**src/rtl/seq_shift_add_mult_pkg.sv**
```systemverilog
// Shared types and helpers for the sequential shift-and-add multiplier.
// Optional rounded output is enabled with the SEQ_SHIFT_ADD_MULT_ROUND_EN macro.
package seq_shift_add_mult_pkg;

    // Controller states: IDLE waits for start, RUN steps one partial product
    // per clock, DONE holds the one-cycle completion pulse.
    typedef enum logic [1:0] {
        IDLE = 2'd0,
        RUN  = 2'd1,
        DONE = 2'd2
    } state_t;

    // Step counter width: must hold values 0..width.
    function automatic int cnt_width(input int width);
        return $clog2(width + 1);
    endfunction

    // Half of one LSB of the fixed-point result: 2^(frac-1), added before
    // the right shift to round half up.
    function automatic logic [63:0] round_half(input int frac);
        return 64'd1 << (frac - 1);
    endfunction

endpackage

```
**src/rtl/seq_shift_add_mult_ripple_adder.sv**
```systemverilog
// N-bit combinational ripple-carry adder built from one half-adder cell at
// bit 0 followed by a chain of full-adder cells.
module ripple_adder #(
    parameter int N = 16
) (
    input  logic [N-1:0] x,
    input  logic [N-1:0] y,
    output logic [N-1:0] sum,
    output logic         cout
);

    // carry[i] is the carry into bit i; there is no carry into bit 0.
    logic [N:1] carry;

    // Bit 0: half-adder cell.
    assign sum[0]   = x[0] ^ y[0];
    assign carry[1] = x[0] & y[0];

    // Bits 1..N-1: full-adder cells rippling the carry upward.
    for (genvar i = 1; i < N; i++) begin : g_fa
        assign sum[i]     = x[i] ^ y[i] ^ carry[i];
        assign carry[i+1] = (x[i] & y[i]) | (carry[i] & (x[i] ^ y[i]));
    end

    assign cout = carry[N];

endmodule

```
**src/rtl/seq_shift_add_mult.sv**
```systemverilog
// Sequential unsigned shift-and-add multiplier, one partial product per clock.
// Fixed latency of WIDTH edges from the accepted start to the done pulse.
// Define SEQ_SHIFT_ADD_MULT_ROUND_EN to add product_rnd, the product rounded
// half up from Q(WIDTH-FRAC).FRAC squared back to WIDTH bits, saturating.
module seq_shift_add_mult
    import seq_shift_add_mult_pkg::*;
#(
    parameter int WIDTH = 16,
    parameter int FRAC  = 14
) (
    input  logic               clk,
    input  logic               rst,
    input  logic               start,
    input  logic [WIDTH-1:0]   a,
    input  logic [WIDTH-1:0]   b,
    output logic               busy,
    output logic               done,
    output logic [2*WIDTH-1:0] product
`ifdef SEQ_SHIFT_ADD_MULT_ROUND_EN
    ,
    output logic [WIDTH-1:0]   product_rnd
`endif
);

    localparam int CNT_W = cnt_width(WIDTH);
    localparam logic [CNT_W-1:0] LAST_STEP = CNT_W'(WIDTH - 1);

    // Handshake: start is only looked at in IDLE or DONE; an accepted start
    // raises busy from that edge until the completion edge, where done pulses
    // for exactly one cycle and product updates. start during RUN is ignored.

    state_t           state;
    state_t           state_nxt;
    logic             load;
    logic             step;
    logic             last;

    logic [WIDTH-1:0] mcand;
    logic [WIDTH-1:0] mplier;
    logic [WIDTH-1:0] acc_hi;
    logic [CNT_W-1:0] cnt;

    logic [WIDTH-1:0] addend;
    logic [WIDTH-1:0] sum_lo;
    logic             sum_co;
    logic [WIDTH-1:0] acc_hi_nxt;
    logic [WIDTH-1:0] mplier_nxt;

    // One partial product: add the multiplicand when the current multiplier
    // LSB is set, then shift {carry, sum, mplier} right by one.
    assign addend = mplier[0] ? mcand : '0;

    ripple_adder #(.N(WIDTH)) u_add (
        .x    (acc_hi),
        .y    (addend),
        .sum  (sum_lo),
        .cout (sum_co)
    );

    assign acc_hi_nxt = {sum_co, sum_lo[WIDTH-1:1]};
    assign mplier_nxt = {sum_lo[0], mplier[WIDTH-1:1]};

    assign busy = (state == RUN);
    assign done = (state == DONE);

    // State register.
    always_ff @(posedge clk) begin
        if (rst) state <= IDLE;
        else     state <= state_nxt;
    end

    // Next-state and datapath control decode.
    always_comb begin
        state_nxt = state;
        load      = 1'b0;
        step      = 1'b0;
        last      = 1'b0;
        case (state)
            IDLE, DONE: begin
                if (start) begin
                    load      = 1'b1;
                    state_nxt = RUN;
                end else begin
                    state_nxt = IDLE;
                end
            end
            RUN: begin
                step = 1'b1;
                if (cnt == LAST_STEP) begin
                    last      = 1'b1;
                    state_nxt = DONE;
                end
            end
            default: state_nxt = IDLE;
        endcase
    end

    // Operand capture and per-step accumulate/shift.
    always_ff @(posedge clk) begin
        if (rst) begin
            mcand  <= '0;
            mplier <= '0;
            acc_hi <= '0;
            cnt    <= '0;
        end else if (load) begin
            mcand  <= a;
            mplier <= b;
            acc_hi <= '0;
            cnt    <= '0;
        end else if (step) begin
            acc_hi <= acc_hi_nxt;
            mplier <= mplier_nxt;
            cnt    <= cnt + 1'b1;
        end
    end

    // Result register: loads only on the completion edge.
    always_ff @(posedge clk) begin
        if (rst)       product <= '0;
        else if (last) product <= {acc_hi_nxt, mplier_nxt};
    end

`ifdef SEQ_SHIFT_ADD_MULT_ROUND_EN
    localparam logic [2*WIDTH:0] HALF = (2*WIDTH+1)'(round_half(FRAC));

    logic [2*WIDTH:0]   rnd_sum;
    logic [2*WIDTH:0]   rnd_shift;
    logic [WIDTH-1:0]   rnd_val;

    // Round half up from the final product, saturating if it exceeds WIDTH bits.
    always_comb begin
        rnd_sum   = {1'b0, acc_hi_nxt, mplier_nxt} + HALF;
        rnd_shift = rnd_sum >> FRAC;
        rnd_val   = (|rnd_shift[2*WIDTH:WIDTH]) ? '1 : rnd_shift[WIDTH-1:0];
    end

    // Rounded result register, updated alongside product.
    always_ff @(posedge clk) begin
        if (rst)       product_rnd <= '0;
        else if (last) product_rnd <= rnd_val;
    end
`endif

endmodule
```
**config.mk**
```make
export PLATFORM = sky130hd
export DESIGN_NAME = seq_shift_add_mult
export DESIGN_NICKNAME = d
export VERILOG_FILES = /design/src/rtl/seq_shift_add_mult_pkg.sv /design/src/rtl/seq_shift_add_mult_ripple_adder.sv /design/src/rtl/seq_shift_add_mult.sv
export SDC_FILE = /design/constraint.sdc
export NUM_CORES = 1
export LEC_CHECK = 0
export CAP_MARGIN = 20
export CORE_AREA = 10 10 95 97
export DETAILED_ROUTE_END_ITERATION = 8
export DIE_AREA = 0 0 105 107
export HOLD_SLACK_MARGIN = 0.08
export PLACE_DENSITY = 0.79
export SETUP_SLACK_MARGIN = 0.05
export SYNTH_ARGS = -nofsm -noshare
export SYNTH_HDL_FRONTEND = slang
export SYNTH_SLANG_ARGS = --single-unit
export TNS_END_PERCENT = 50
```
**constraint.sdc**
```tcl
create_clock -name clk -period 10.3 [get_ports clk]
set_input_delay 2.06 -clock clk [delete_from_list [all_inputs] [get_ports clk]]
set_output_delay 2.06 -clock clk [all_outputs]
set_load 0.02 [all_outputs]
```
==> results of run 1 <==
==> flip-flops by register name, indices dropped and copies added, names as in the netlist <==
name and cells:
mplier 16, product 32, cnt 5, state 2, acc_hi 16, mcand 16
==> cell type report <==
class	count	area, um2	share of cell area (%)
inverter	8	30.03	0.6772
multi-input combinational	291	1639	36.96
tap	99	123.9	2.793
timing repair buffer	74	720.7	16.25
clock buffer	11	131.4	2.963
clock inverter	4	47.55	1.072
sequential	87	1742	39.28
==> layout by cell type, fill, tap and decap left out, types with 2 or more instances in the layout <==
| master | synthesis | routed |
|---|---|---|
| nand2_1 | 117 | 117 |
| dfxtp_1 | 87 | 87 |
| clkdlybuf4s50_1 | 0 | 67 |
| a21oi_1 | 58 | 58 |
| nor3_1 | 32 | 32 |
| o22ai_1 | 16 | 16 |
| fa_1 | 15 | 15 |
| and2_1 | 13 | 13 |
| nor2_1 | 13 | 13 |
| a211oi_1 | 9 | 9 |
| clkbuf_8 | 0 | 9 |
| inv_1 | 7 | 7 |
| buf_4 | 9 | 6 |
| ha_1 | 3 | 3 |
| nand2b_1 | 2 | 2 |
| nand3b_1 | 2 | 2 |
| clkbuf_1 | 7 | 2 |
| clkinv_2 | 0 | 2 |
==> cells by family after synthesis <==
kind of cell               synth area share (%)
AOI/OAI and AO/OA                         13.03
xor gates and xnor gates                 0.4854
adders and majority gates                 9.359
buffers and inverters                     6.412
DFF                                       48.25
and+or+nand+nor                           22.46
==> report_power, final <==
group          total [mW]  switching [mW]  internal, mW
clock               0.223           0.113         0.110
sequential          0.358         0.00973         0.349
combinational      0.0632          0.0343        0.0289
==> through the flow <==
step | power, mW | setup slack (ns) | cell area, um2
2_1_floorplan | 0.4084 | 3.816 | 3610
3_3_place_gp | 0.4274 | 3.670 | 4255
4_1_cts | 0.6496 | 3.486 | 4434
6_report | 0.6443 | 3.491 | 4434
3_5_place_dp | 0.4289 | 3.517 | 4255
5_1_grt | 0.6742 | 3.214 | 4434
==> routing by layer <==
metal / part of all wire, % / up-vias / GRT usage (%)
met5: 0 / - / 0
met4: 1.2 / 0 / 4.804
met3: 4.9 / 8 / 4.431
met2: 49 / 71 / 23.97
met1: 45 / 1391 / 18.70
li1: - / 1483 / -
==> path summary, 6_finish.rpt <==
path	start	to	slack (ns)	cells after the start
max	mplier[0]	product[30]	3.49	21
max reg2reg	mplier[0]	product[30]	3.49	21
min	mcand[0]	mcand[0]	0.45	2
min reg2reg	mcand[0]	mcand[0]	0.45	2
==> critical path, stage by stage, from the launching register on <==
cell and delay [ns]:
dfxtp_1 0.47, and2_1 0.22, ha_1 0.17, inv_1 0.06
fa_1 0.18, fa_1 0.17, inv_1 0.05, fa_1 0.39
fa_1 0.39, fa_1 0.39, fa_1 0.39, fa_1 0.39
fa_1 0.39, fa_1 0.38, fa_1 0.39, fa_1 0.39
fa_1 0.38, fa_1 0.39, fa_1 0.36, inv_1 0.07
fa_1 0.43, a211oi_1 0.23
==> run summary, run 1 <==
Vias in the first global route: 2855
Largest net degree at the start of global routing: 68
Synthesized instance count: 419
Share of layout cells above drive strength 1: 4.842%
Vias per inst: 5.145
Maximum vdd drop: 0.05530 mV
Gr ovfl total: 0
RSZ-0062 raised after global routing: no
Syn avg cell area: 8.615 um2
Crit path DAT: 7.06 ns
Cell taking the most area after synthesis: dfxtp_1
DRT iter0 DRCs: 187
Setup repair bufs after CTS: 0
Gp weighted congestion: 0.7615
Clock latency at the later pin of the worst-skew pair: 0.34 ns
Via count: 2953
Root Buffer: clkbuf_8
Die width: 105 um
Slew @ Worst Pin: 0.7140 ns
WL final: 8203 um
Number of synthesized register bits: 87
Netlist cell types: 30
CP required: 10.55 ns
Area Overhead vs Synth: 22.84%
Gr usage total: 14.86%
Post-Syn Area: 0.003610 mm2
Rel. slew slack: 52.33%
Final Max Tran Viols: 0
Most common cell in the netlist: nand2_1
Post-synth top flop: dfxtp_1
Num CTS Buffers: 9
Max H-tree Level: 3
Setup Crit Path Kind: reg -> reg
Share of the synthesized area in the top cell type: 48.25%
# IOs: 69
Mapped Nets: 472
Worst-path maximum fanout: 17
DIE AREA: 0.01124 mm2
Fin. Hold Viols: 0
IO Port Bufs: 68
Detailed-placement wirelength estimate: 5639 um
Average wire per standard cell: 14.29 um
Layout Nets: 524
Worst Hold Class: reg -> reg
CTS Buffer Depth: 2
Setup TNS: 0 ns
Clk sinks: 87
TritonRoute pass-1 iters: 4
CTS tree: yes
Status: complete, no violations
# diodes: 0
Placed cells: 559
Pleak: 1.578 nW
EDFF count, synth: 0
Power per cell area: 145.3 mW/mm2
CTS Hold Bufs: 0
Fillers: 639
Startpoint Class: flop
Crit path time final: 6.809 ns
Post-route ant nets: 0
Yosys warns: 0
Largest cells by area after synthesis: dfxtp_1 (48%), nand2_1 (12%), fa_1 (8.3%), a21oi_1 (8.0%), nor3_1 (4.4%)
Final cell count without fillers: 574
Row count: 31
Crit share post-route: 66.11%
DR DRC count: 0
Core region area: 0.007137 mm2
First-pass GRT wire length: 13940 um
Initial core utilization: 50.58%
Post-cts resize count: 0
Max-cap check violation count: 0
Worst setup EP type: flop
Die extent in y: 107 um
Clock skew: 0.007084 ns
Sequential share of the synthesized area: 48.25%
Fin util: 62.13%
F_max: 146.9 MHz
Synth async-reset ratio: 0%
Post-synth top cells: nand2_1 (117), dfxtp_1 (87), a21oi_1 (58)
Clock transition at path regs: 0.08 ns
Final setup vio count: 0
Worst hold margin: 0.4535 ns
Antenna violations before repair: 0
Note: power is estimated with default switching activity, not from simulation.
==> run 2: changes to the inputs <==
--- a/config.mk
+++ b/config.mk
@@ -6,11 +6,11 @@
 export NUM_CORES = 1
 export LEC_CHECK = 0
 export CAP_MARGIN = 20
-export CORE_AREA = 10 10 95 97
+export CORE_AREA = 10 10 100 102
 export DETAILED_ROUTE_END_ITERATION = 8
-export DIE_AREA = 0 0 105 107
+export DIE_AREA = 0 0 110 112
 export HOLD_SLACK_MARGIN = 0.08
-export PLACE_DENSITY = 0.79
+export PLACE_DENSITY = 0.75
 export SETUP_SLACK_MARGIN = 0.05
 export SYNTH_ARGS = -nofsm -noshare
 export SYNTH_HDL_FRONTEND = slang
==> constraint.sdc (replaced) <==
create_clock -name clk -period 5.6 [get_ports clk]
set_input_delay 1.12 -clock clk [delete_from_list [all_inputs] [get_ports clk]]
set_output_delay 1.12 -clock clk [all_outputs]
set_load 0.02 [all_outputs]
==> run 2 against run 1 <==
Compared with the run above:
- via count decreased by 0.51%
- sequential share of layout area decreased by 1.1 points
- die area increased by 9.7%
- combinational power increased by 96%
- clock skew increased by 0.0017 ns
- the run now ends with setup timing left
- critical path type unchanged
==> run summary, run 2 (synthesis results as in run 1) <==
CTS Hold Bufs: 0 (unchanged)
WL final: 8269 um (was 8203 um)
Setup repair bufs after CTS: 0 (unchanged)
Die width: 110 um (was 105 um)
R2r worst-path depth: 21 (unchanged)
Largest register FFs: 32 (unchanged)
Gr ovfl total: 0 (unchanged)
Vias per inst: 5.039 (was 5.145)
Clock transition at path regs: 0.09 ns (was 0.08 ns)
# IOs: 69 (unchanged)
Setup slack, reg-to-reg: -0.37 ns (was 3.49 ns)
Initial core utilization: 44.83% (was 50.58%)
Final Max Tran Viols: 0 (unchanged)
# diodes: 0 (unchanged)
Gr usage total: 13.92% (was 14.86%)
Crit path time final: 5.973 ns (was 6.809 ns)
Antenna violations before repair: 0 (unchanged)
Fin util: 56.69% (was 62.13%)
Root Buffer: clkbuf_8 (unchanged)
Largest net degree at the start of global routing: 42 (was 68)
Crit path DAT: 6.26 ns (was 7.06 ns)
Status: complete, but fails checks (was complete, no violations)
DIE AREA: 0.01232 mm2 (was 0.01124 mm2)
Placed cells: 567 (was 559)
Layout Nets: 526 (was 524)
Clock latency at the later pin of the worst-skew pair: 0.36 ns (was 0.34 ns)
Failing checks: setup timing
DRT iter0 DRCs: 148 (was 187)
Worst hold margin: 0.4537 ns (was 0.4535 ns)
Reg-to-reg endpoint: product[30] (unchanged)
Slew @ Worst Pin: 0.7452 ns (was 0.7140 ns)
Wl on met1: 3576 um (was 3659 um)
Rel. slew slack: 50.25% (was 52.33%)
Detailed-placement wirelength estimate: 5764 um (was 5639 um)
Clk sinks: 87 (unchanged)
Post-route ant nets: 0 (unchanged)
Average wire per standard cell: 14.18 um (was 14.29 um)
CTS tree: yes (unchanged)
CP Capture Point: product[30] (unchanged)
Worst Hold Class: reg -> reg (unchanged)
Area Overhead vs Synth: 26.45% (was 22.84%)
Max H-tree Level: 3 (unchanged)
Routed wl met2: 3983 um (was 4041 um)
Power per cell area: 269.2 mW/mm2 (was 145.3 mW/mm2)
WL met3: 546 um (was 403 um)
PnR worst setup slack: -0.3727 ns (was 3.491 ns)
Commonest non-fill, non-tap cells in the layout: nand2_1 (117), dfxtp_1 (85), clkdlybuf4s50_1 (67) (was nand2_1 (117), dfxtp_1 (87), clkdlybuf4s50_1 (67))
Max-cap check violation count: 0 (unchanged)
Startpoint Class: flop (unchanged)
Core region area: 0.008051 mm2 (was 0.007137 mm2)
Final cell count without fillers: 583 (was 574)
F_max: 167.4 MHz (was 146.9 MHz)
Maximum vdd drop: 0.1503 mV (was 0.05530 mV)
Row count: 33 (was 31)
Worst setup EP type: flop (unchanged)
Die extent in y: 112 um (was 107 um)
TritonRoute pass-1 iters: 5 (was 4)
First-pass GRT wire length: 14160 um (was 13940 um)
Final setup vio count: 6 (was 0)
IO Port Bufs: 68 (unchanged)
CTS Buffer Depth: 2 (unchanged)
CP required: 5.88 ns (was 10.55 ns)
CP startpoint: mcand[0] (was mplier[0])
Vias in the first global route: 2967 (was 2855)
Crit share post-route: 106.7% (was 66.11%)
Pleak: 1.565 nW (was 1.578 nW)
Via count: 2938 (was 2953)
Setup Crit Path Kind: reg -> reg (unchanged)
Critical R2R Launch: mcand[0] (was mplier[0])
Share of layout cells above drive strength 1: 11.30% (was 4.842%)
RSZ-0062 raised after global routing: yes (was no)
Num CTS Buffers: 9 (unchanged)
Top reg by flops: product (unchanged)
Gp weighted congestion: 0.7872 (was 0.7615)
DR DRC count: 0 (unchanged)
Worst-path maximum fanout: 2 (was 17)
Leading cell type in the layout, fill and taps excluded: nand2_1 (unchanged)
Max Used Layer: met4 (unchanged)
Clock skew: 0.008751 ns (was 0.007084 ns)
Fin. Hold Viols: 0 (unchanged)
run 2: report_power, final:
part,switching (mW),leakage (nW),internal [mW]
combinational,0.0679,0.766,0.0563
clock,0.228,0.0912,0.220
sequential,0.0156,0.709,0.641
run 2: what timing repair did:
| item | in CTS | in global routing |
|---|---|---|
| pin swaps | 4 | 1 |
| endpoints found under the setup margin | 6 | 6 |
| resized for setup | 2 | 4 |
run 2: per-layer routing:
| metal | up-vias | track usage, % |
|---|---|---|
| li1 | 1494 | - |
| met1 | 1365 | 17.46 |
| met2 | 68 | 21.87 |
| met3 | 11 | 4.556 |
| met4 | 0 | 4.514 |
| met5 | - | 0 |
run 2: worst min path at each step:
stage,startpoint,endpoint,cells after the start
after floorplan,mcand[10],mcand[10],2
after global placement,mcand[11],mcand[11],2
after detailed placement,mcand[11],mcand[11],2
after CTS,mcand[11],mcand[11],2
after global routing,product[14],product[14],2
final,mcand[11],mcand[11],2
run 2: metrics by stage:
step | power, mW | setup TNS, ns | setup WS [ns] | cell area [um2]
after CTS | 1.239 | -0.9971 | -0.3759 | 4552
after detailed placement | 0.7943 | -1.027 | -0.4199 | 4337
after floorplan | 0.7539 | -0.9859 | -0.4014 | 3669
final | 1.229 | -1.041 | -0.3727 | 4564
after global routing | 1.283 | -1.892 | -0.5233 | 4564
after global placement | 0.7908 | -0.7757 | -0.3520 | 4322
run 2: critical path: stages, from the launching register on:
cell      delay (ns)
dfxtp_2         0.32
and2_4          0.15
ha_4            0.15
inv_2           0.04
fa_2            0.19
fa_2            0.20
inv_2           0.04
fa_2            0.34
fa_2            0.35
fa_2            0.34
fa_2            0.34
fa_2            0.34
fa_2            0.34
fa_2            0.34
fa_2            0.34
fa_2            0.34
fa_2            0.34
fa_2            0.34
fa_2            0.34
inv_2           0.07
fa_2            0.44
a211oi_2        0.18
run 2: area by class of cell:
| class | count | area (um2) |
|---|---|---|
| inverter | 8 | 30.03 |
| fill | 751 | 3487 |
| timing repair buffer | 76 | 743.2 |
| sequential | 87 | 1744 |
| clock buffer | 10 | 137.6 |
| tap | 105 | 131.4 |
| clock inverter | 6 | 68.82 |
| multi-input combinational | 291 | 1709 |
==> run 3: changes to the inputs <==
--- a/config.mk
+++ b/config.mk
@@ -5,11 +5,12 @@
 export SDC_FILE = /design/constraint.sdc
 export NUM_CORES = 1
 export LEC_CHECK = 0
-export CAP_MARGIN = 20
+export CAP_MARGIN = 5
 export CORE_AREA = 10 10 100 102
 export DETAILED_ROUTE_END_ITERATION = 8
 export DIE_AREA = 0 0 110 112
 export HOLD_SLACK_MARGIN = 0.08
+export MAX_ROUTING_LAYER = met4
 export PLACE_DENSITY = 0.75
 export SETUP_SLACK_MARGIN = 0.05
 export SYNTH_ARGS = -nofsm -noshare
==> run 3 against run 2 <==
Compared with the run above:
- the run still ends with setup timing left
- critical path depth unchanged
- clock power shrank 6.7%
- global-route usage is 0.33 points higher
- utilization down 0.42 points
- first-iteration DRC count fell by 28%
- combinational power is essentially flat
- fmax barely moved
- non-clock buffer count fell by 1
==> run summary, run 3 (synthesis results as in run 1) <==
Gr busiest metal: met2 (unchanged)
WL final: 8257 um (was 8269 um)
First-pass GRT wire length: 14140 um (was 14160 um)
WHS Endpoint: mcand[11] (unchanged)
PnR worst setup slack: -0.3768 ns (was -0.3727 ns)
CP required: 5.87 ns (was 5.88 ns)
Final setup vio count: 6 (unchanged)
Clk sinks: 87 (unchanged)
Crit path DAT: 6.25 ns (was 6.26 ns)
Final Max Tran Viols: 0 (unchanged)
Gr usage total: 14.25% (was 13.92%)
Worst-path maximum fanout: 2 (unchanged)
Clock latency at the later pin of the worst-skew pair: 0.35 ns (was 0.36 ns)
Clock skew: 0.005777 ns (was 0.008751 ns)
Worst Hold Class: reg -> reg (unchanged)
Crit path time final: 5.977 ns (was 5.973 ns)
Setup Crit Path Kind: reg -> reg (unchanged)
Post-route ant nets: 0 (unchanged)
Power per cell area: 264.8 mW/mm2 (was 269.2 mW/mm2)
Met1 GRT Util: 17.76% (was 17.46%)
Root Buffer: clkbuf_8 (unchanged)
Setup TNS: -1.066 ns (was -1.041 ns)
Largest net degree at the start of global routing: 42 (unchanged)
Pleak: 1.564 nW (was 1.565 nW)
Critical R2R Launch: mcand[0] (unchanged)
Top reg by flops: product (unchanged)
Num CTS Buffers: 9 (unchanged)
Reg-to-reg endpoint: product[30] (unchanged)
Gp weighted congestion: 0.7981 (was 0.7872)
Largest register FFs: 32 (unchanged)
Failing checks: setup timing (unchanged)
DIE AREA: 0.01232 mm2 (unchanged)
Overall power: 1.200 mW (was 1.229 mW)
Final cell count without fillers: 582 (was 583)
Maximum vdd drop: 0.1479 mV (was 0.1503 mV)
Detailed-placement wirelength estimate: 5678 um (was 5764 um)
Share of layout cells above drive strength 1: 10.90% (was 11.30%)
Via count: 2944 (was 2938)
F_max: 167.3 MHz (was 167.4 MHz)
Leading cell type in the layout, fill and taps excluded: nand2_1 (unchanged)
Initial core utilization: 44.83% (unchanged)
Average wire per standard cell: 14.19 um (was 14.18 um)
Hold Crit Depth: 2 (unchanged)
Antenna violations before repair: 0 (unchanged)
Setup slack, reg-to-reg: -0.38 ns (was -0.37 ns)
Row count: 33 (unchanged)
# IOs: 69 (unchanged)
Max H-tree Level: 3 (unchanged)
TritonRoute pass-1 iters: 5 (unchanged)
Commonest non-fill, non-tap cells in the layout: nand2_1 (116), dfxtp_1 (85), clkdlybuf4s50_1 (67) (was nand2_1 (117), dfxtp_1 (85), clkdlybuf4s50_1 (67))
Gr ovfl total: 0 (unchanged)
Slew @ Worst Pin: 1.179 ns (was 0.7452 ns)
CTS Buffer Depth: 2 (unchanged)
IO Port Bufs: 68 (unchanged)
# diodes: 0 (unchanged)
Post-Layout Inst Area: 0.004531 mm2 (was 0.004564 mm2)
Die width: 110 um (unchanged)
CTS Hold Bufs: 0 (unchanged)
CP startpoint: mcand[0] (unchanged)
DP Area: 0.004322 mm2 (was 0.004337 mm2)
DR DRC count: 0 (unchanged)
Vias per inst: 5.058 (was 5.039)
Hold Crit Start: mcand[11] (unchanged)
RSZ-0062 raised after global routing: yes (unchanged)
Placed cells: 566 (was 567)
Met2 usage: 21.95% (was 21.87%)
Fin. Hold Viols: 0 (unchanged)
Startpoint Class: flop (unchanged)
Vias in the first global route: 2971 (was 2967)
Layout Nets: 525 (was 526)
R2r worst-path depth: 21 (unchanged)
DRT iter0 DRCs: 107 (was 148)
Core region area: 0.008051 mm2 (unchanged)
Max-cap check violation count: 0 (unchanged)
Area Overhead vs Synth: 25.51% (was 26.45%)
Crit share post-route: 106.7% (about the same)
Clock transition at path regs: 0.08 ns (was 0.09 ns)
CTS tree: yes (unchanged)
Worst setup EP type: flop (unchanged)
Die extent in y: 112 um (unchanged)
Rel. slew slack: 21.13% (was 50.25%)
Met3 usage: 3.287% (was 4.556%)
Status: complete, but fails checks (unchanged)
## run 3: final cells by class
cell class              count  area [um2]
fillers                   736        3521
flip-flops and latches     87        1744
multi-input cells         291        1708
repair buffers             75       728.2
well taps                 105       131.4
clock buffers              10       127.6
clock inverters             6       61.31
inverters                   8       30.03
## run 3: repair_timing
action	4_1_cts	5_1_grt
setup buffers	0	0
setup endpoints to repair	6	6
gates resized for setup	2	4
pin swaps	4	1
hold endpoints to repair	0	0
## run 3: stage by stage
| step | hold WS [ns] | setup slack, ns | util, % |
|---|---|---|---|
| final | 0.4535 | -0.3768 | 56.27 |
| after global routing | 0.4703 | -0.5349 | 56.27 |
| after CTS | 0.4537 | -0.3665 | 56.13 |
| after detailed placement | 0.4422 | -0.4164 | 53.68 |
| after global placement | 0.4419 | -0.3520 | 53.68 |
| after floorplan | 0.4317 | -0.4014 | - |
## run 3: critical path, cell delays in order (launching register included)
cell and delay (ns):
dfxtp_2 0.32, and2_4 0.15, ha_4 0.15, inv_2 0.04, fa_2 0.19, fa_2 0.20
inv_2 0.04, fa_2 0.34, fa_2 0.35, fa_2 0.35, fa_2 0.34, fa_2 0.34
fa_2 0.34, fa_2 0.34, fa_2 0.34, fa_2 0.34, fa_2 0.35, fa_2 0.34
fa_2 0.34, inv_2 0.07, fa_2 0.44, a211oi_2 0.18
## run 3: where the power goes
part / leakage, nW / switching, mW / internal [mW]
registers: 0.709 / 0.0159 / 0.641
logic: 0.759 / 0.0677 / 0.0564
clock network: 0.0960 / 0.214 / 0.205
## run 3: per-layer routing
layer  part of all wire [%]  up-vias
met5                      0        -
met4                   0.97        0
met3                    4.3        8
met2                     49       62
met1                     46     1386
li1                       -     1488
## run 3: worst max path at each step
stage	slack, ns	cells past startpoint	endpoint
6_report	-0.38	21	product[30]
5_1_grt	-0.53	21	product[30]
4_1_cts	-0.37	21	acc_hi[14]
3_5_place_dp	-0.42	21	product[30]
3_3_place_gp	-0.35	21	product[30]
2_1_floorplan	-0.40	22	acc_hi[14]
